[src/rtl/demux_3output.sv]
// demux_3output: one-entry holding stage that routes each accepted word to
// one of three output channels and counts completed transfers per channel.
//
// Ports
//   clk                      single clock, rising edge
//   rst                      asynchronous active-low reset
//   in, sel, in_valid        incoming word, destination select, valid
//   in_ready                 combinational: stage empty or being drained
//   out1..out3               held word (all three share one register)
//   out_valid1..out_valid3   held word is destined for that channel
//   out_ready1..out_ready3   consumer of that channel accepts
//   cnt1..cnt3               completed transfers per channel, mod 256
module demux_3output #(
   parameter int unsigned WORD_LENGTH = 32
) (
   input  logic                   clk,
   input  logic                   rst,
   input  logic [WORD_LENGTH-1:0] in,
   input  logic [1:0]             sel,
   input  logic                   in_valid,
   output logic                   in_ready,
   output logic [WORD_LENGTH-1:0] out1,
   output logic [WORD_LENGTH-1:0] out2,
   output logic [WORD_LENGTH-1:0] out3,
   output logic                   out_valid1,
   output logic                   out_valid2,
   output logic                   out_valid3,
   input  logic                   out_ready1,
   input  logic                   out_ready2,
   input  logic                   out_ready3,
   output logic [7:0]             cnt1,
   output logic [7:0]             cnt2,
   output logic [7:0]             cnt3
);

   localparam int unsigned CNT_W = 8;

   typedef enum logic [1:0] {
      CH1 = 2'd0,
      CH2 = 2'd1,
      CH3 = 2'd2
   } dest_e;

   // Holding stage state
   logic                   full_q, full_d;
   logic [WORD_LENGTH-1:0] data_q, data_d;
   dest_e                  dest_q, dest_d;
   logic [CNT_W-1:0]       cnt1_q, cnt1_d;
   logic [CNT_W-1:0]       cnt2_q, cnt2_d;
   logic [CNT_W-1:0]       cnt3_q, cnt3_d;

   logic consume_c;
   logic accept_c;

   // sel 2 and 3 both land on channel 3
   function automatic dest_e map_sel(input logic [1:0] s);
      dest_e d;
      case (s)
         2'd0:    d = CH1;
         2'd1:    d = CH2;
         default: d = CH3;
      endcase
      return d;
   endfunction

   // Handshake: only the ready of the addressed channel can drain the stage
   always_comb begin
      consume_c = 1'b0;
      case (dest_q)
         CH1:     consume_c = full_q & out_ready1;
         CH2:     consume_c = full_q & out_ready2;
         default: consume_c = full_q & out_ready3;
      endcase
      in_ready = ~full_q | consume_c;
      accept_c = in_valid & in_ready;
   end

   // Next-state: accept wins over drain so back-to-back words flow at full rate
   always_comb begin
      full_d = full_q;
      data_d = data_q;
      dest_d = dest_q;
      cnt1_d = cnt1_q;
      cnt2_d = cnt2_q;
      cnt3_d = cnt3_q;

      if (accept_c) begin
         full_d = 1'b1;
         data_d = in;
         dest_d = map_sel(sel);
      end else if (consume_c) begin
         full_d = 1'b0;
      end

      if (consume_c) begin
         case (dest_q)
            CH1:     cnt1_d = cnt1_q + CNT_W'(1);
            CH2:     cnt2_d = cnt2_q + CNT_W'(1);
            default: cnt3_d = cnt3_q + CNT_W'(1);
         endcase
      end
   end

   // State register
   always_ff @(posedge clk or negedge rst) begin
      if (!rst) begin
         full_q <= 1'b0;
         data_q <= '0;
         dest_q <= CH1;
         cnt1_q <= '0;
         cnt2_q <= '0;
         cnt3_q <= '0;
      end else begin
         full_q <= full_d;
         data_q <= data_d;
         dest_q <= dest_d;
         cnt1_q <= cnt1_d;
         cnt2_q <= cnt2_d;
         cnt3_q <= cnt3_d;
      end
   end

   // Outputs are decoded purely from registered state
   assign out1       = data_q;
   assign out2       = data_q;
   assign out3       = data_q;
   assign out_valid1 = full_q & (dest_q == CH1);
   assign out_valid2 = full_q & (dest_q == CH2);
   assign out_valid3 = full_q & (dest_q == CH3);
   assign cnt1       = cnt1_q;
   assign cnt2       = cnt2_q;
   assign cnt3       = cnt3_q;

endmodule

[config.mk]
export PLATFORM = sky130hd
export DESIGN_NAME = demux_3output
export DESIGN_NICKNAME = d
export VERILOG_FILES = /design/src/rtl/demux_3output.sv
export SDC_FILE = /design/constraint.sdc
export NUM_CORES = 1
export LEC_CHECK = 0
export ABC_AREA = 1
export BUFFER_PORTS_ARGS = -buffer_cell sky130_fd_sc_hd__buf_2
export CORE_MARGIN = 2
export CORE_UTILIZATION = 25
export CTS_CLUSTER_DIAMETER = 100
export CTS_CLUSTER_SIZE = 20
export DETAILED_ROUTE_END_ITERATION = 8
export GPL_ROUTABILITY_DRIVEN = 0
export SETUP_SLACK_MARGIN = 0.02
export SLEW_MARGIN = 20
export SYNTH_ARGS = -nofsm -noshare
export SYNTH_HDL_FRONTEND = slang
export SYNTH_SLANG_ARGS = --single-unit
[constraint.sdc]
create_clock -name clk -period 2.9 [get_ports clk]
set_input_delay 0.58 -clock clk [delete_from_list [all_inputs] [get_ports clk]]
set_output_delay 0.58 -clock clk [all_outputs]
set_load 0.02 [all_outputs]
==> PnR_summary.wiki, run 1 <==
{| class="wikitable"
! Metric !! Value
|-
| Crit Path Category || register to primary output
|-
| Hold Path Class || input port to async pin
|-
| Number of instances resized during post-cts repair || 0
|-
| Slew at the pin closest to its max-slew limit || 689.2 ps
|-
| Largest fanout of any net on the critical path || 8
|-
| CTS Buffer Depth || 2
|-
| M1 WL || 3345 µm
|-
| Top library cells by usage in the layout, fill and taps aside || nand2_1, buf_2, dfrtp_1
|-
| Cell Rows || 41
|-
| # IOs || 164
|-
| Die area || 14150 µm²
|-
| Post-DR vias/cell || 4.135
|-
| Met3 routed wirelength || 427 µm
|-
| Top layer used by detailed routing || met4
|-
| Final layout net count || 564
|-
| Outcome || completed
|-
| DRC violation count after routing || 0
|-
| Worst Path Buf+Inv || 2
|-
| # H-tree levels || 3
|-
| Clock tree from TritonCTS || done
|-
| Fraction of synthesized cell area taken by the top area cell type || 44.70%
|-
| Routed via count || 2882
|-
| Synthesis warning total || 0
|-
| Number of violations of the max-capacitance limit || 0
|-
| Ratio of cells with drive above 1 in the final layout || 36.38%
|-
| Number of violations reported at the end of detailed-routing iteration 0 || 153
|-
| Maximum VDD drop || 0.0005950 V
|-
| PD cells || 1221 nW/µm²
|-
| Endpoint kind of the worst setup timing path || primary output
|-
| Setup slack after placement || 1076 ps
|-
| Library cell occupying the most area in the post-synthesis netlist || dfrtp_1
|-
| CP cell instances || inv_1 > nand3_2 > nand4_4 > buf_2
|-
| Number of iterations in the first detailed-routing pass || 4
|-
| Horizontal die dimension || 118.9 µm
|-
| Maximum frequency from static timing analysis || 512.3 MHz
|-
| Starting density of the core || 25.86%
|-
| Setup skew after layout || 7.072 ps
|-
| Summed instance area of the synthesized netlist || 3303 µm²
|-
| Fraction of the yosys area taken by sequential cells || 44.70%
|-
| Synth unique cells || 25
|-
| Worst hold-check slack || 292.2 ps
|-
| Final Setup Violations || 0
|-
| Leading cell type in the layout, fill and taps excluded || nand2_1
|-
| Delay of the slowest cell on the worst path || 430 ps
|-
| LEAKAGE || 2.450 nW
|-
| CP max stage cell || dfrtp_1
|-
| Synthesized flop and latch total || 59
|-
| Number of flops mapped to enable cells by yosys || 0
|-
| Clock Sinks || 59
|-
| Vertical die dimension || 118.9 µm
|-
| Number of buffers inserted during clock tree synthesis || 9
|-
| Clk slew on worst S/H paths || 50 ps
|-
| Core region area || 12770 µm²
|-
| # hold bufs at CTS || 0
|-
| Vias in the first global route || 2574
|-
| Port bufs || 163
|-
| Net count of the mapped netlist || 461
|-
| Final min period || 1952 ps
|-
| Mean cell area of the mapped netlist || 7.902 µm²
|-
| Number of instances in the synthesized netlist || 418
|-
| Worst setup margin || 948.0 ps
|-
| Max-slew violation count || 0
|-
| Final Routed Wirelength || 8129 µm
|-
| Fillers || 1396
|-
| Required time reported for the critical path endpoint || 2320 ps
|-
| Root buffer selected by CTS || clkbuf_16
|-
| Latest clock arrival within the worst-skew pair || 330 ps
|-
| Tcrit/Tclk final || 67.31%
|-
| GRT Total Usage || 11.76%
|-
| Met2 WL || 4207 µm
|-
| Hold violation count in the final report || 0
|-
| Relative slew margins || 54.05%
|-
| Critical path's top delay family || flip-flops
|-
| Category of the worst setup path launch point || register
|-
| Data arrival time of the worst path || 1370 ps
|-
| TNS Setup || 0 ps
|-
| Critical path depth || 4
|-
| Antenna violations before repair || 0
|-
| Wire length of the first global-routing pass || 12970 µm
|-
| Commonest register cell after synthesis || dfrtp_1
|-
| Antenna Nets Post-Route || 0
|-
| Post-synth ARST share || 100.0%
|-
| R2r worst-path depth || 6
|-
| Area growth from synthesis to final layout || 24.70%
|-
| Most area-consuming cells after synthesis || dfrtp_1, nand2_1, buf_4, nand3_1, inv_1
|-
| Congestion Overflow GR || 0
|-
| Sum of net half-perimeters after detailed placement || 6057 µm
|-
| Diodes inserted || 0
|-
| Pin count of the biggest net entering global routing || 36
|-
| Unrepaired setup endpoints after global routing || no
|-
| Wire per inst || 11.66 µm
|-
| Post-CTS Setup Inserts || 0
|}
[cell usage after synthesis, types with 2 or more instances]
cell,n
buf_4,64
nand2_1,170
ha_1,3
o21ai_0,4
xnor2_1,6
inv_2,3
xor2_1,3
buf_2,3
nand4_1,8
nand3_1,45
clkbuf_1,2
nor2_1,6
buf_6,3
nand2_2,3
nand3_2,2
inv_1,26
dfrtp_1,59
[layer usage]
metal  up-vias  track usage, %
li1       1445               -
met1      1348           13.33
met2        79           20.55
met3        10           3.161
met4         0           5.357
met5         -               0
[kinds of logic after synthesis]
family / Yosys count / share of synthesized area [%]
AO/OA/AOI/OAI: 4 / 0.6061
XOR/XNOR: 9 / 2.386
flip-flops: 59 / 44.70
adder cells (fa/ha/maj): 3 / 1.136
AND/OR/NAND/NOR: 239 / 31.17
buffers and inverters: 104 / 20.00
[area by class of cell]
class	instances	area [µm²]	share of cell area (%)
Clock buffer	13	260.3	6.318
Clock inverter	2	35.03	0.8505
Inverter	30	115.1	2.795
Multi-Input combinational cell	255	1166	28.31
Sequential cell	59	1476	35.84
Tap cell	172	215.2	5.225
Timing Repair Buffer	166	850.8	20.66
[state kept, by name (all words and copies together) (netlist names)]
signal,count
full_q,1
cnt1,8
cnt2,8
dest_q,2
cnt3,8
out1,32
[path summary, 6_finish.rpt]
kind,startpoint,end,slack [ps]
worst max-delay path,dest_q[0],in_ready,950
worst min-delay path,rst,out1[4],290
worst max register to register,dest_q[0],out1[0],1440
worst min register to register,out1[24],out1[24],510
max in group asynchronous,rst,cnt1[2],1990
min in group clk,in[23],out1[23],480
[power breakdown]
part / total [mW] / leakage, nW / switching (mW) / internal, mW
clock network: 1.05 / 0.146 / 0.342 / 0.704
registers: 1.48 / 0.755 / 0.345 / 1.13
logic: 2.50 / 1.55 / 1.74 / 0.766
total: 5.03 / 2.45 / 2.43 / 2.60
[per-stage QoR]
step / power [mW] / util (%) / area [µm²] / std cells
after floorplan: 3.688 / - / 3303 / 418
after global placement: 3.994 / 29.93 / 3824 / 682
after detailed placement: 4.029 / 29.93 / 3824 / 682
after CTS: 5.114 / 32.25 / 4119 / 697
after global routing: 5.364 / 32.25 / 4119 / 697
final: 5.028 / 32.25 / 4119 / 697
Power figures use the tool's default switching activity.
==> run 2, diff against run 1 <==
==> constraint.sdc (replaced) <==
create_clock -name clk -period 2 [get_ports clk]
set_input_delay 0.4 -clock clk [delete_from_list [all_inputs] [get_ports clk]]
set_output_delay 0.4 -clock clk [all_outputs]
set_load 0.02 [all_outputs]
==> run 2 against run 1 <==
Non-clock buffer count is 1 higher. Total power is 43% higher. Worst setup slack got worse by 700 ps. Critical path depth down 2. Register-to-register slack worse by 840 ps. Wire length is 2.4% lower. Combinational power grew 45%. Clock power grew 35%. Die area is the same. Via count is 1.8% lower. Critical path type unchanged. First-iteration DRC count shrank 32%. Hold slack worse by 210 ps.
==> PnR_summary.wiki, run 2 (synthesis results as in run 1) <==
{| class="wikitable"
! Metric !! Value
|-
| Outcome || completed
|-
| Max-slew violation count || 0 (unchanged)
|-
| Number of violations reported at the end of detailed-routing iteration 0 || 104 (-32%)
|-
| Crit path launch || dest_q[1]
|-
| DRC violation count after routing || 0 (unchanged)
|-
| Hold Path Class || input port to async pin
|-
| R2r worst-path depth || 7 (+1)
|-
| Clock Sinks || 59 (unchanged)
|-
| Reg-to-reg critical path endpoint || cnt2[6]
|-
| Largest fanout of any net on the critical path || 6 (-2)
|-
| Top library cells by usage in the layout, fill and taps aside || nand2_1, buf_2, dfrtp_1
|-
| Port bufs || 163 (unchanged)
|-
| # H-tree levels || 3 (unchanged)
|-
| Post-CTS Setup Inserts || 0 (unchanged)
|-
| Relative slew margins || 73.93% (+20 points)
|-
| Number of iterations in the first detailed-routing pass || 4 (unchanged)
|-
| Tcrit/Tclk final || 87.80%
|-
| Hold violation count in the final report || 0 (unchanged)
|-
| Die area || 14150 µm² (unchanged)
|-
| Wire per inst || 11.35 µm (-2.6%)
|-
| Data arrival time of the worst path || 1360 ps (about the same)
|-
| Finished layout cell area || 4105 µm² (-0.33%)
|-
| Fillers || 1380 (-1.1%)
|-
| Number of instances resized during post-cts repair || 0 (unchanged)
|-
| Final layout net count || 565 (+0.18%)
|-
| Slew at the pin closest to its max-slew limit || 389.7 ps (-299.6 ps)
|-
| GR Util met1 || 13.08% (-0.24 points)
|-
| Ratio of cells with drive above 1 in the final layout || 36.43% (+0.052 points)
|-
| Horizontal die dimension || 118.9 µm (unchanged)
|-
| Slack of the worst reg-to-reg path || 600 ps (-840 ps)
|-
| CTS Buffer Depth || 2 (unchanged)
|-
| GRT Total Usage || 11.43% (-0.33 points)
|-
| Total area of multi-input combinational cells || 1166 µm² (unchanged)
|-
| Antenna violations before repair || 0 (unchanged)
|-
| Final Setup Violations || 0 (unchanged)
|-
| Total Power || 7.186 mW (+43%)
|-
| Number of buffers inserted during clock tree synthesis || 9 (unchanged)
|-
| Number of violations of the max-capacitance limit || 0 (unchanged)
|-
| Leading cell type in the layout, fill and taps excluded || nand2_1
|-
| TNS Setup || 0 ps (unchanged)
|-
| Vias in the first global route || 2509 (-2.5%)
|-
| Core region area || 12770 µm² (unchanged)
|-
| Clock tree from TritonCTS || done
|-
| PD cells || 1751 nW/µm² (+43%)
|-
| Cell Rows || 41 (unchanged)
|-
| Required time reported for the critical path endpoint || 1600 ps (-720 ps)
|-
| Maximum VDD drop || 0.0008063 V (+35%)
|-
| Placed inst area || 3831 µm² (+0.20%)
|-
| Global-route track usage on met3 || 3.448% (+0.29 points)
|-
| LEAKAGE || 2.445 nW (-0.18%)
|-
| Diodes inserted || 0 (unchanged)
|-
| Final min period || 1756 ps
|-
| Pin count of the biggest net entering global routing || 60 (+67%)
|-
| Maximum frequency from static timing analysis || 569.5 MHz
|-
| Grt met2 use || 19.22% (-1.3 points)
|-
| Wire length of the first global-routing pass || 12640 µm (-2.6%)
|-
| Vertical die dimension || 118.9 µm (unchanged)
|-
| Antenna Nets Post-Route || 0 (unchanged)
|-
| Category of the worst setup path launch point || register
|-
| Root buffer selected by CTS || clkbuf_16
|-
| Setup skew after layout || 4.609 ps (-2.463 ps)
|-
| Global-route layer with the greatest usage || met2
|-
| Routed via count || 2829 (-1.8%)
|-
| Largest register FFs || 32 (unchanged)
|-
| Congestion Overflow GR || 0 (unchanged)
|-
| Worst reg2reg path startpoint || dest_q[1]
|-
| Latest clock arrival within the worst-skew pair || 330 ps (about the same)
|-
| Sum of net half-perimeters after detailed placement || 5877 µm (-3.0%)
|-
| Endpoint kind of the worst setup timing path || primary output
|-
| Unrepaired setup endpoints after global routing || no
|-
| Post-DR vias/cell || 4.047 (-2.1%)
|-
| Worst hold-check slack || 80.29 ps (-211.9 ps)
|-
| Area growth from synthesis to final layout || 24.28%
|-
| Sequential cell area || 1476 µm² (unchanged)
|-
| Final Routed Wirelength || 7937 µm (-2.4%)
|-
| Starting density of the core || 25.86% (unchanged)
|-
| Post-layout utilization of the core || 32.14% (-0.11 points)
|-
| # IOs || 164 (unchanged)
|-
| # hold bufs at CTS || 0 (unchanged)
|-
| Clk slew on worst S/H paths || 50 ps (about the same)
|-
| Crit Path Category || register to primary output
|}
## run 2: cell count changes in the layout (fill, tap and decap cells not counted), sizes merged
cell	before	now
buf	166	167
clkinv	1	2
bufinv	1	0
clkbuf	13	14
## run 2: power breakdown
group | total [mW] | switching, mW | internal [mW]
Clock | 1.42 | 0.521 | 0.901
Sequential | 2.13 | 0.491 | 1.64
Combinational | 3.63 | 2.50 | 1.13
Total | 7.19 | 3.52 | 3.67
## run 2: area by class of cell
cell class | count | share of cell area, %
clock inverters | 2 | 0.2438
repair buffers | 167 | 20.91
clock buffers | 14 | 6.431
inverters | 30 | 2.804
well taps | 172 | 5.242
multi-input cells | 255 | 28.41
flip-flops and latches | 59 | 35.96
## run 2: worst max-delay path: stages, from the launching register on
cell and delay [ps]:
dfrtp_1 450, nor3_1 340, buf_2 230
## run 2: worst max path at each step
stage / end / slack [ps] / cells after the start
6_report: out_valid1 / 240 / 2
5_1_grt: out_valid1 / 120 / 2
4_1_cts: out_valid1 / 200 / 2
3_5_place_dp: cnt2[6] / 570 / 7
3_3_place_gp: out_valid1 / 570 / 2
2_1_floorplan: cnt1[2] / 420 / 4
## run 2: metal layers
metal / share of wire [%] / up-vias / wire length (µm)
met4: 1.9 / 0 / 150
met2: 52 / 76 / 4088
met1: 41 / 1295 / 3260
met5: 0 / - / 0
li1: - / 1448 / -
met3: 5.5 / 10 / 438
## run 2: per-stage QoR
stage,instances,setup slack [ps]
finish,699,244.0
global route,699,121.4
CTS,699,201.7
detailed placement,683,566.6
global placement,683,566.3
floorplan,418,423.7
==> run 3, diff against run 2 <==
==> constraint.sdc (replaced) <==
create_clock -name clk -period 1.65 [get_ports clk]
set_input_delay 0.33 -clock clk [delete_from_list [all_inputs] [get_ports clk]]
set_output_delay 0.33 -clock clk [all_outputs]
set_load 0.02 [all_outputs]
==> run 3 against run 2 <==
Die area is the same. Clock-buffer cell count did not move. Hold slack worse by 66 ps. Largest cell class unchanged.
==> PnR_summary.wiki, run 3 (synthesis results as in run 1) <==
{| class="wikitable"
! Metric !! Value
|-
| PD cells || 2129 nW/µm² (+22%)
|-
| Cell count after placement || 683 (unchanged)
|-
| Latest clock arrival within the worst-skew pair || 320 ps (about the same)
|-
| LEAKAGE || 2.460 nW (+0.60%)
|-
| Number of iterations in the first detailed-routing pass || 4 (unchanged)
|-
| Starting density of the core || 25.86% (unchanged)
|-
| Hold Path Class || input port to async pin
|-
| DRC violation count after routing || 0 (unchanged)
|-
| Root buffer selected by CTS || clkbuf_16
|-
| Top layer used by detailed routing || met4
|-
| Diodes inserted || 0 (unchanged)
|-
| Endpoint kind of the worst setup timing path || primary output
|-
| Met2 WL || 4011 µm (-1.9%)
|-
| Worst setup margin || 69.01 ps (-174.9 ps)
|-
| Final layout net count || 567 (+0.35%)
|-
| Unrepaired setup endpoints after global routing || yes
|-
| # H-tree levels || 3 (unchanged)
|-
| Horizontal die dimension || 118.9 µm (unchanged)
|-
| Required time reported for the critical path endpoint || 1320 ps (-280 ps)
|-
| Cell Count, Final, Fillers Out || 701 (+0.29%)
|-
| Met3 routed wirelength || 549 µm (+25%)
|-
| Fillers || 1332 (-3.5%)
|-
| Area growth from synthesis to final layout || 25.76%
|-
| Port bufs || 163 (unchanged)
|-
| Data arrival time of the worst path || 1250 ps (-110 ps)
|-
| Wire length of the first global-routing pass || 12920 µm (+2.2%)
|-
| Vertical die dimension || 118.9 µm (unchanged)
|-
| TNS Setup || 0 ps (unchanged)
|-
| GRT Total Usage || 11.36% (-0.067 points)
|-
| Leading cell type in the layout, fill and taps excluded || nand2_1
|-
| Final min period || 1581 ps
|-
| Largest register FFs || 32 (unchanged)
|-
| Tcrit/Tclk final || 95.82%
|-
| Setup slack after placement || 244.6 ps (-322.0 ps)
|-
| Congestion Overflow GR || 0 (unchanged)
|-
| Cell Rows || 41 (unchanged)
|-
| Final Routed Wirelength || 7924 µm (-0.16%)
|-
| Number of violations reported at the end of detailed-routing iteration 0 || 190 (+83%)
|-
| Number of violations of the max-capacitance limit || 0 (unchanged)
|-
| Slew at the pin closest to its max-slew limit || 378.1 ps (-11.60 ps)
|-
| Max-slew violation count || 0 (unchanged)
|-
| Final Setup Violations || 0 (unchanged)
|-
| Pin count of the biggest net entering global routing || 60 (unchanged)
|-
| Relative slew margins || 74.70% (+0.78 points)
|-
| Finished layout cell area || 4154 µm² (+1.2%)
|-
| # hold bufs at CTS || 0 (unchanged)
|-
| Total Power || 8.843 mW (+23%)
|-
| Category of the worst setup path launch point || register
|-
| Vias in the first global route || 2622 (+4.5%)
|-
| CTS Buffer Depth || 2 (unchanged)
|-
| Core region area || 12770 µm² (unchanged)
|-
| Post-DR vias/cell || 4.127 (+2.0%)
|-
| Maximum frequency from static timing analysis || 632.5 MHz
|-
| Maximum VDD drop || 0.0009282 V (+15%)
|-
| Number of buffers inserted during clock tree synthesis || 9 (unchanged)
|-
| Sum of net half-perimeters after detailed placement || 5844 µm (-0.57%)
|-
| Die area || 14150 µm² (unchanged)
|-
| Clk slew on worst S/H paths || 50 ps (about the same)
|-
| # IOs || 164 (unchanged)
|-
| Ratio of cells with drive above 1 in the final layout || 37.43% (+1.0 points)
|-
| Largest fanout of any net on the critical path || 6 (unchanged)
|-
| Wire per inst || 11.30 µm (-0.45%)
|-
| Antenna violations before repair || 0 (unchanged)
|-
| Clock tree from TritonCTS || done
|-
| Hold violation count in the final report || 0 (unchanged)
|-
| Clock Sinks || 59 (unchanged)
|-
| Placed inst area || 3831 µm² (unchanged)
|-
| Outcome || completed
|-
| M1 WL || 3247 µm (-0.40%)
|-
| Setup skew after layout || 5.663 ps (+1.054 ps)
|-
| Top library cells by usage in the layout, fill and taps aside || nand2_1, buf_2, dfrtp_1
|-
| Routed via count || 2893 (+2.3%)
|-
| Crit Path Category || register to primary output
|-
| Antenna Nets Post-Route || 0 (unchanged)
|}
## run 3: cell types whose count changed in the layout (fill, tap and decap cells not counted)
| cell | change |
|---|---|
| buf_2 | -1 |
| buf_4 | +2 |
| buf_6 | +1 |
| dfrtp_1 | -2 |
| dfrtp_2 | +2 |
| inv_1 | -1 |
| inv_2 | +1 |
| nand3_2 | -1 |
| nand3_4 | +1 |
| nor3_1 | -1 |
| nor3_2 | -1 |
| nor3_4 | +2 |
## run 3: critical path, stage by stage (launching register included)
cell and delay [ps]:
dfrtp_2 470, inv_2 110, nand3_2 110, nand4_4 110, buf_6 140
## run 3: timing repair
| item | 4_1_cts | 5_1_grt |
|---|---|---|
| endpoints found under the setup margin | 3 | 3 |
| gates resized for setup | 5 | 4 |
| pin swaps | 0 | 1 |
| buffers inserted | 0 | 2 |
## run 3: layout make-up
class / instances / area [µm²] / area share, %
Clock buffer: 14 / 264.0 / 6.355
Clock inverter: 2 / 10.01 / 0.2410
Inverter: 30 / 115.1 / 2.771
Multi-Input combinational cell: 255 / 1191 / 28.67
Sequential cell: 59 / 1479 / 35.60
Tap cell: 172 / 215.2 / 5.181
Timing Repair Buffer: 169 / 879.6 / 21.17
## run 3: power breakdown
group	switching (mW)	internal, mW	total [mW]
combinational	3.10	1.44	4.54
clock	0.617	1.09	1.71
sequential	0.600	1.99	2.59
total	4.32	4.52	8.84
## run 3: per-stage QoR
| step | hold slack, ps | util (%) |
|---|---|---|
| after floorplan | 34.41 | - |
| after global placement | 360.2 | 29.99 |
| after detailed placement | 366.4 | 29.99 |
| after CTS | 13.91 | 32.25 |
| after global routing | 40.13 | 32.52 |
| final | 13.85 | 32.52 |
## run 3: routing by layer
layer | GRT usage, % | vias to the layer above
met4 | 4.688 | 0
met3 | 3.352 | 7
li1 | - | 1451
met1 | 13.07 | 1348
met2 | 19.65 | 87
met5 | 0 | -
## run 3: worst paths after layout
| path | startpoint | to | slack (ps) | cells after the start |
|---|---|---|---|---|
| max | dest_q[1] | in_ready | 70 | 4 |
| min | rst | out1[4] | 10 | 2 |
| max reg2reg | dest_q[1] | out1[7] | 190 | 6 |
| min reg2reg | out1[11] | out1[11] | 500 | 2 |
| max in group asynchronous | rst | dest_q[0] | 1360 | 2 |
| min in group clk | in[28] | out1[28] | 240 | 3 |
